==> src/rtl/vga_if.sv <==
// vga_if: video-memory read port, pixel/sync outputs and raster position of the scanout engine.
interface vga_if;
    logic [2:0]  border_color;
    logic [15:0] read_addr;
    logic [2:0]  read_data;
    logic [2:0]  rgb;
    logic        hsync;
    logic        vsync;
    logic [9:0]  hcount;
    logic [9:0]  vcount;
    logic        frame_start;
    modport master (
        input  border_color, read_data,
        output read_addr, rgb, hsync, vsync, hcount, vcount, frame_start
    );
    modport slave (
        output border_color, read_data,
        input  read_addr, rgb, hsync, vsync, hcount, vcount, frame_start
    );
endinterface

==> src/rtl/vga_scanout.sv <==
// vga_scanout: 640x480@60 VGA timing at half clock rate with a 256x256 memory-backed window.
module vga_scanout #(
    parameter int WIN_X = 192,
    parameter int WIN_Y = 112
) (
    input  logic   clk_i,
    input  logic   rst_ni,
    vga_if.master  bus
);
    logic       phase_q, phase_d;
    logic [9:0] h_q, h_d, v_q, v_d;
    logic [2:0] rgb_q, rgb_d;
    logic       hs_q, hs_d, vs_q, vs_d, fs_q, fs_d;
    logic       h_end, v_end, visible, in_win;
    logic [7:0] col, row;
    always_comb begin
        h_end   = h_q == 10'd799;
        v_end   = v_q == 10'd524;
        visible = h_q < 10'd640 && v_q < 10'd480;
        // window bounds compared one bit wider so WIN+255 cannot wrap
        in_win  = {1'b0, h_q} >= 11'(WIN_X) && {1'b0, h_q} <= 11'(WIN_X + 255) &&
                  {1'b0, v_q} >= 11'(WIN_Y) && {1'b0, v_q} <= 11'(WIN_Y + 255);
        col     = 8'(h_q - 10'(WIN_X));
        row     = 8'(v_q - 10'(WIN_Y));
        phase_d = ~phase_q;
        h_d     = phase_q ? (h_end ? 10'd0 : h_q + 10'd1) : h_q;
        v_d     = (phase_q && h_end) ? (v_end ? 10'd0 : v_q + 10'd1) : v_q;
        rgb_d   = phase_q ? (!visible ? 3'b000 : in_win ? bus.read_data : bus.border_color) : rgb_q;
        hs_d    = phase_q ? !(h_q >= 10'd656 && h_q <= 10'd751) : hs_q;
        vs_d    = phase_q ? !(v_q >= 10'd490 && v_q <= 10'd491) : vs_q;
        fs_d    = phase_q && h_end && v_end;
    end
    always_ff @(posedge clk_i or negedge rst_ni) begin
        if (!rst_ni) begin
            phase_q <= 1'b0;
            h_q     <= '0;
            v_q     <= '0;
            rgb_q   <= '0;
            hs_q    <= 1'b1;
            vs_q    <= 1'b1;
            fs_q    <= 1'b0;
        end else begin
            phase_q <= phase_d;
            h_q     <= h_d;
            v_q     <= v_d;
            rgb_q   <= rgb_d;
            hs_q    <= hs_d;
            vs_q    <= vs_d;
            fs_q    <= fs_d;
        end
    end
    assign bus.read_addr   = in_win ? {col, row} : 16'h0000;
    assign bus.rgb         = rgb_q;
    assign bus.hsync       = hs_q;
    assign bus.vsync       = vs_q;
    assign bus.hcount      = h_q;
    assign bus.vcount      = v_q;
    assign bus.frame_start = fs_q;
endmodule

==> src/flat_wrapper.sv <==
// flat-port wrapper written by rule: the top's interface ports become plain ports
module vga_scanout_flat 
#(
    parameter int WIN_X = 192,
    parameter int WIN_Y = 112
)
  (clk_i, rst_ni, bus_border_color, bus_read_data, bus_read_addr, bus_rgb, bus_hsync, bus_vsync, bus_hcount, bus_vcount, bus_frame_start);
  vga_if bus_i ();
  input  logic clk_i;
  input  logic rst_ni;
  input wire logic [$bits(bus_i.border_color)-1:0] bus_border_color;
  input wire logic [$bits(bus_i.read_data)-1:0] bus_read_data;
  output wire logic [$bits(bus_i.read_addr)-1:0] bus_read_addr;
  output wire logic [$bits(bus_i.rgb)-1:0] bus_rgb;
  output wire logic [$bits(bus_i.hsync)-1:0] bus_hsync;
  output wire logic [$bits(bus_i.vsync)-1:0] bus_vsync;
  output wire logic [$bits(bus_i.hcount)-1:0] bus_hcount;
  output wire logic [$bits(bus_i.vcount)-1:0] bus_vcount;
  output wire logic [$bits(bus_i.frame_start)-1:0] bus_frame_start;
  assign bus_i.border_color = bus_border_color;
  assign bus_i.read_data = bus_read_data;
  assign bus_read_addr = bus_i.read_addr;
  assign bus_rgb = bus_i.rgb;
  assign bus_hsync = bus_i.hsync;
  assign bus_vsync = bus_i.vsync;
  assign bus_hcount = bus_i.hcount;
  assign bus_vcount = bus_i.vcount;
  assign bus_frame_start = bus_i.frame_start;
  vga_scanout #(.WIN_X(WIN_X), .WIN_Y(WIN_Y)) u_core (.clk_i(clk_i), .rst_ni(rst_ni), .bus(bus_i));
endmodule
==> config.mk <==
export PLATFORM = sky130hd
export DESIGN_NAME = vga_scanout_flat
export DESIGN_NICKNAME = d
export VERILOG_FILES = /design/src/rtl/vga_if.sv /design/src/rtl/vga_scanout.sv /design/src/flat_wrapper.sv
export SDC_FILE = /design/constraint.sdc
export NUM_CORES = 1
export LEC_CHECK = 0
export BUFFER_PORTS_ARGS = -buffer_cell sky130_fd_sc_hd__buf_2
export CELL_PAD_IN_SITES_DETAIL_PLACEMENT = 1
export CELL_PAD_IN_SITES_GLOBAL_PLACEMENT = 1
export CORE_MARGIN = 1
export CORE_UTILIZATION = 39
export CTS_CLUSTER_SIZE = 14
export DETAILED_ROUTE_END_ITERATION = 6
export PLACE_DENSITY_LB_ADDON = 0.1
export SYNTH_ARGS = -nofsm -noshare
export SYNTH_HDL_FRONTEND = slang
export SYNTH_SLANG_ARGS = --single-unit
==> constraint.sdc <==
create_clock -name clk_i -period 2.19 [get_ports clk_i]
set_input_delay 0.219 -clock clk_i [delete_from_list [all_inputs] [get_ports clk_i]]
set_output_delay 0.219 -clock clk_i [all_outputs]
set_load 0.01 [all_outputs]
==> results_dict.tcl <==
set metrics [dict create \
    netlist.top_cell.by_area "dfrtp_1" \
    totalWireLength_um 6130 \
    synthArstFlopShare_pct 100 \
    htree_levels 1 \
    gr-usage-met2_pct 35.6 \
    syn_nets 218 \
    finalSetupViolations 0 \
    yosys_warnings 0 \
    criticalPathCategory "flip-flop to output pin" \
    worst_pin_slew_ns 0.678 \
    setup.worst_path.start_class "flip-flop" \
    busiest_layer "met1" \
    yosys-top-cells-area "dfrtp_1, ha_1, and2_1" \
    die_area_mm2 0.00495 \
    row_count 24 \
    cp.required_ns 1.97 \
    rsz0062_at_grt "yes" \
    synthDistinctLibCells 43 \
    synth_compound_area_share_pct 15.8 \
    finalSetupTns_ns 0 \
    overflow 0 \
    synthMuxAreaShare_pct 0.549 \
    critPathSlowestCell "dfrtp_2" \
    hold_class "input pin to flip-flop" \
    synthesis.instances 199 \
    fmax_mhz 458 \
    critical_path.startpoint "u_core.bus.vcount[4]" \
    worstHoldStart "bus_border_color[2]" \
    drcViolationCount 0 \
    grtUsageMet3_pct 2.89 \
    power_mw 0.854 \
    period_share_pct 99.7 \
    drtPass1Iterations 4 \
    drt-vias-per-instance 5.62 \
    grt_pass1_vias 1754 \
    die_y_um 70.4 \
    drtAntennaViolNets 0 \
    vias 1828 \
    io_pins 50 \
    cap_viol_max_count 0 \
    wl_per_cell_um 18.8 \
    cts.sinks 27 \
    worstPathCellList "ha_4, a211oi_4, nor4_4, buf_6, o211a_4, and2_1, buf_2" \
    rr_worst_depth 7 \
    numPortBuffers 49 \
    fin_nets 293 \
    avgSynthCellArea_um2 9.16 \
    die_w_um 70.4 \
    crit_fanout 7 \
    gp_routability_congestion 0.781 \
    p_leak_nw 1.18 \
    synth_ff_type "dfrtp_1" \
    finalWorstSetupSlack_ns 0.00746 \
    crit_path_end "bus_read_addr[9]" \
    cts_buffer_depth 2 \
    regToRegStartpoint "u_core.bus.hcount[6]" \
    min_period_ns 2.18 \
    relSlewSlack_pct 54.8 \
    grt_pass1_wl_um 9290 \
    cts_tree "done" \
    grt_max_degree 28 \
    ys_seq_elements 27 \
    syn_to_final_growth_pct 42.8 \
    grtUsageTotal_pct 23.7 \
    n_antenna_cell 0 \
    cp_slowest_stage_delay_ns 0.47 \
    root_buffer "clkbuf_8" \
    cp_top_family "compound AO/OA/AOI/OAI gates" \
    synth-simple-area-share_pct 27.5 \
    clkSlewWorstSetupHoldPaths_ns 0.11 \
    drt_iter0_drc 144 \
    max-vdd-ir-drop_v 0.000274 \
    ys_seq_area_share_pct 37.2 \
    slew_violations 0 \
    start_util_pct 41.3 \
    synth-xor-area-share_pct 4.32 \
    dpl.hpwl_um 3660 \
    place_ws_ns 0.0142 \
    endpoint_kind "output pin" \
    drive_above_1_share_pct 45.1 \
    synthAdderAreaFrac_pct 7.55 \
    synth.top_cell.area_share_pct 34.3 \
    fin_skew_ns 0.00246 \
    syn_area_mm2 0.00182 \
    worstPathArrival_ns 1.96 \
    power_density_mw_per_mm2 328 \
    status "complete, no violations" \
    ff2ff_setup_slack_ns 0.20 \
    core_area_mm2 0.00441 \
    crit_cells 7 \
    nFillCells 507 \
    synth_top_family_by_area "simple AND/OR/NAND/NOR gates" \
    cts_buffers 3 \
    use_met1_pct 35.7 \
    synth_edf_count 0 \
    antenna_found_initial 0 \
    path_buf_inv 2 \
    timing.rr.end "u_core.bus.vcount[6]" \
    final_hold_viol_count 0 \
    insertion_delay_ns 0.28 \
]
kinds of logic after synthesis:
kind of cell             Yosys count
AO/OA/AOI/OAI                     41
flip-flops                        27
AND/OR/NAND/NOR                   83
multiplexers                       1
XOR/XNOR                           9
adder cells (fa/ha/maj)           11
buffers and inverters             27
per-stage QoR:
step	cell area, µm²	instances	hold slack (ns)	util (%)
3_5_place_dp	2160	302	0.291	49.0
2_1_floorplan	1820	199	-0.0766	-
4_1_cts	2360	316	0.217	53.5
6_report	2600	325	0.204	59.0
3_3_place_gp	2160	302	0.284	49.0
5_1_grt	2600	325	0.229	59.0
where the power goes:
group | internal [mW] | total (mW) | switching, mW | leakage, nW
Sequential | 0.501 | 0.503 | 0.00135 | 0.344
Combinational | 0.0111 | 0.0289 | 0.0178 | 0.817
Clock | 0.130 | 0.322 | 0.192 | 0.0217
Total | 0.642 | 0.854 | 0.211 | 1.18
registers in the layout, indices dropped and copies added, names as in the netlist:
signal                  cells
u_core.phase_q              1
u_core.bus.hcount          10
u_core.bus.vcount          10
u_core.bus.vsync            1
u_core.bus.rgb              3
u_core.bus.frame_start      1
u_core.bus.hsync            1
cells in the mapped netlist (all sizes together), types with 3 or more instances:
master and instances:
a211oi 3, xnor2 4, and2 18, and3 3, buf 9, inv 16, ha 11, and4 3
o2111ai 3, nand2b 3, dfrtp 25, xor2 5, nor4b 3, o21ai 10, nand4 7, o221ai 3
nor2 11, nand2 14, o211ai 3, nor3 4, nand3 10, a21oi 9
metal layers:
metal,part of all wire (%),up-vias
li1,-,853
met1,47,905
met2,47,63
met3,4.8,7
met4,1.0,0
met5,0,-
repair_timing:
action	CTS	global route
hold endpoints to repair	25	0
endpoints found under the setup margin	16	16
setup buffers	7	9
hold buffers	1	0
resized for setup	12	42
gates cloned	2	0
pin swaps	7	13
worst min path at each step:
stage          slack (ns)                     end  cells after the start
6_report             0.20       u_core.bus.rgb[2]                      3
5_1_grt              0.23       u_core.bus.rgb[2]                      3
4_1_cts              0.22       u_core.bus.rgb[0]                      3
3_5_place_dp         0.29    u_core.bus.vcount[8]                      1
3_3_place_gp         0.28    u_core.bus.vcount[8]                      1
2_1_floorplan       -0.08  u_core.bus.frame_start                      0
layout by cell type, fill, tap and decap left out, drive strengths merged, types with 4 or more instances in the layout:
cell,instances
a21oi,9
and2,18
buf,78
dfrtp,25
ha,11
inv,16
nand2,14
nand3,10
nand4,7
nor2,11
nor3,4
o21ai,10
xnor2,4
xor2,5
cell type report:
cell class | count | area [µm²] | area share [%]
clock buffers | 3 | 41.3 | 1.59
clock inverters | 1 | 7.51 | 0.288
inverters | 16 | 62.6 | 2.40
multi-input cells | 147 | 1180 | 45.2
flip-flops and latches | 27 | 682 | 26.2
well taps | 52 | 65.1 | 2.50
repair buffers | 79 | 568 | 21.8
worst reg2reg max path: cells and delay by family (launching register included):
| kind | cells | cell delay [ns] |
|---|---|---|
| AO/OA/AOI/OAI | 1 | 0.21 |
| flip-flops | 1 | 0.42 |
| AND/OR/NAND/NOR | 3 | 0.96 |
| adder cells (fa/ha/maj) | 1 | 0.14 |
| buffers and inverters | 2 | 0.17 |
(Power assumes the default switching activity.)
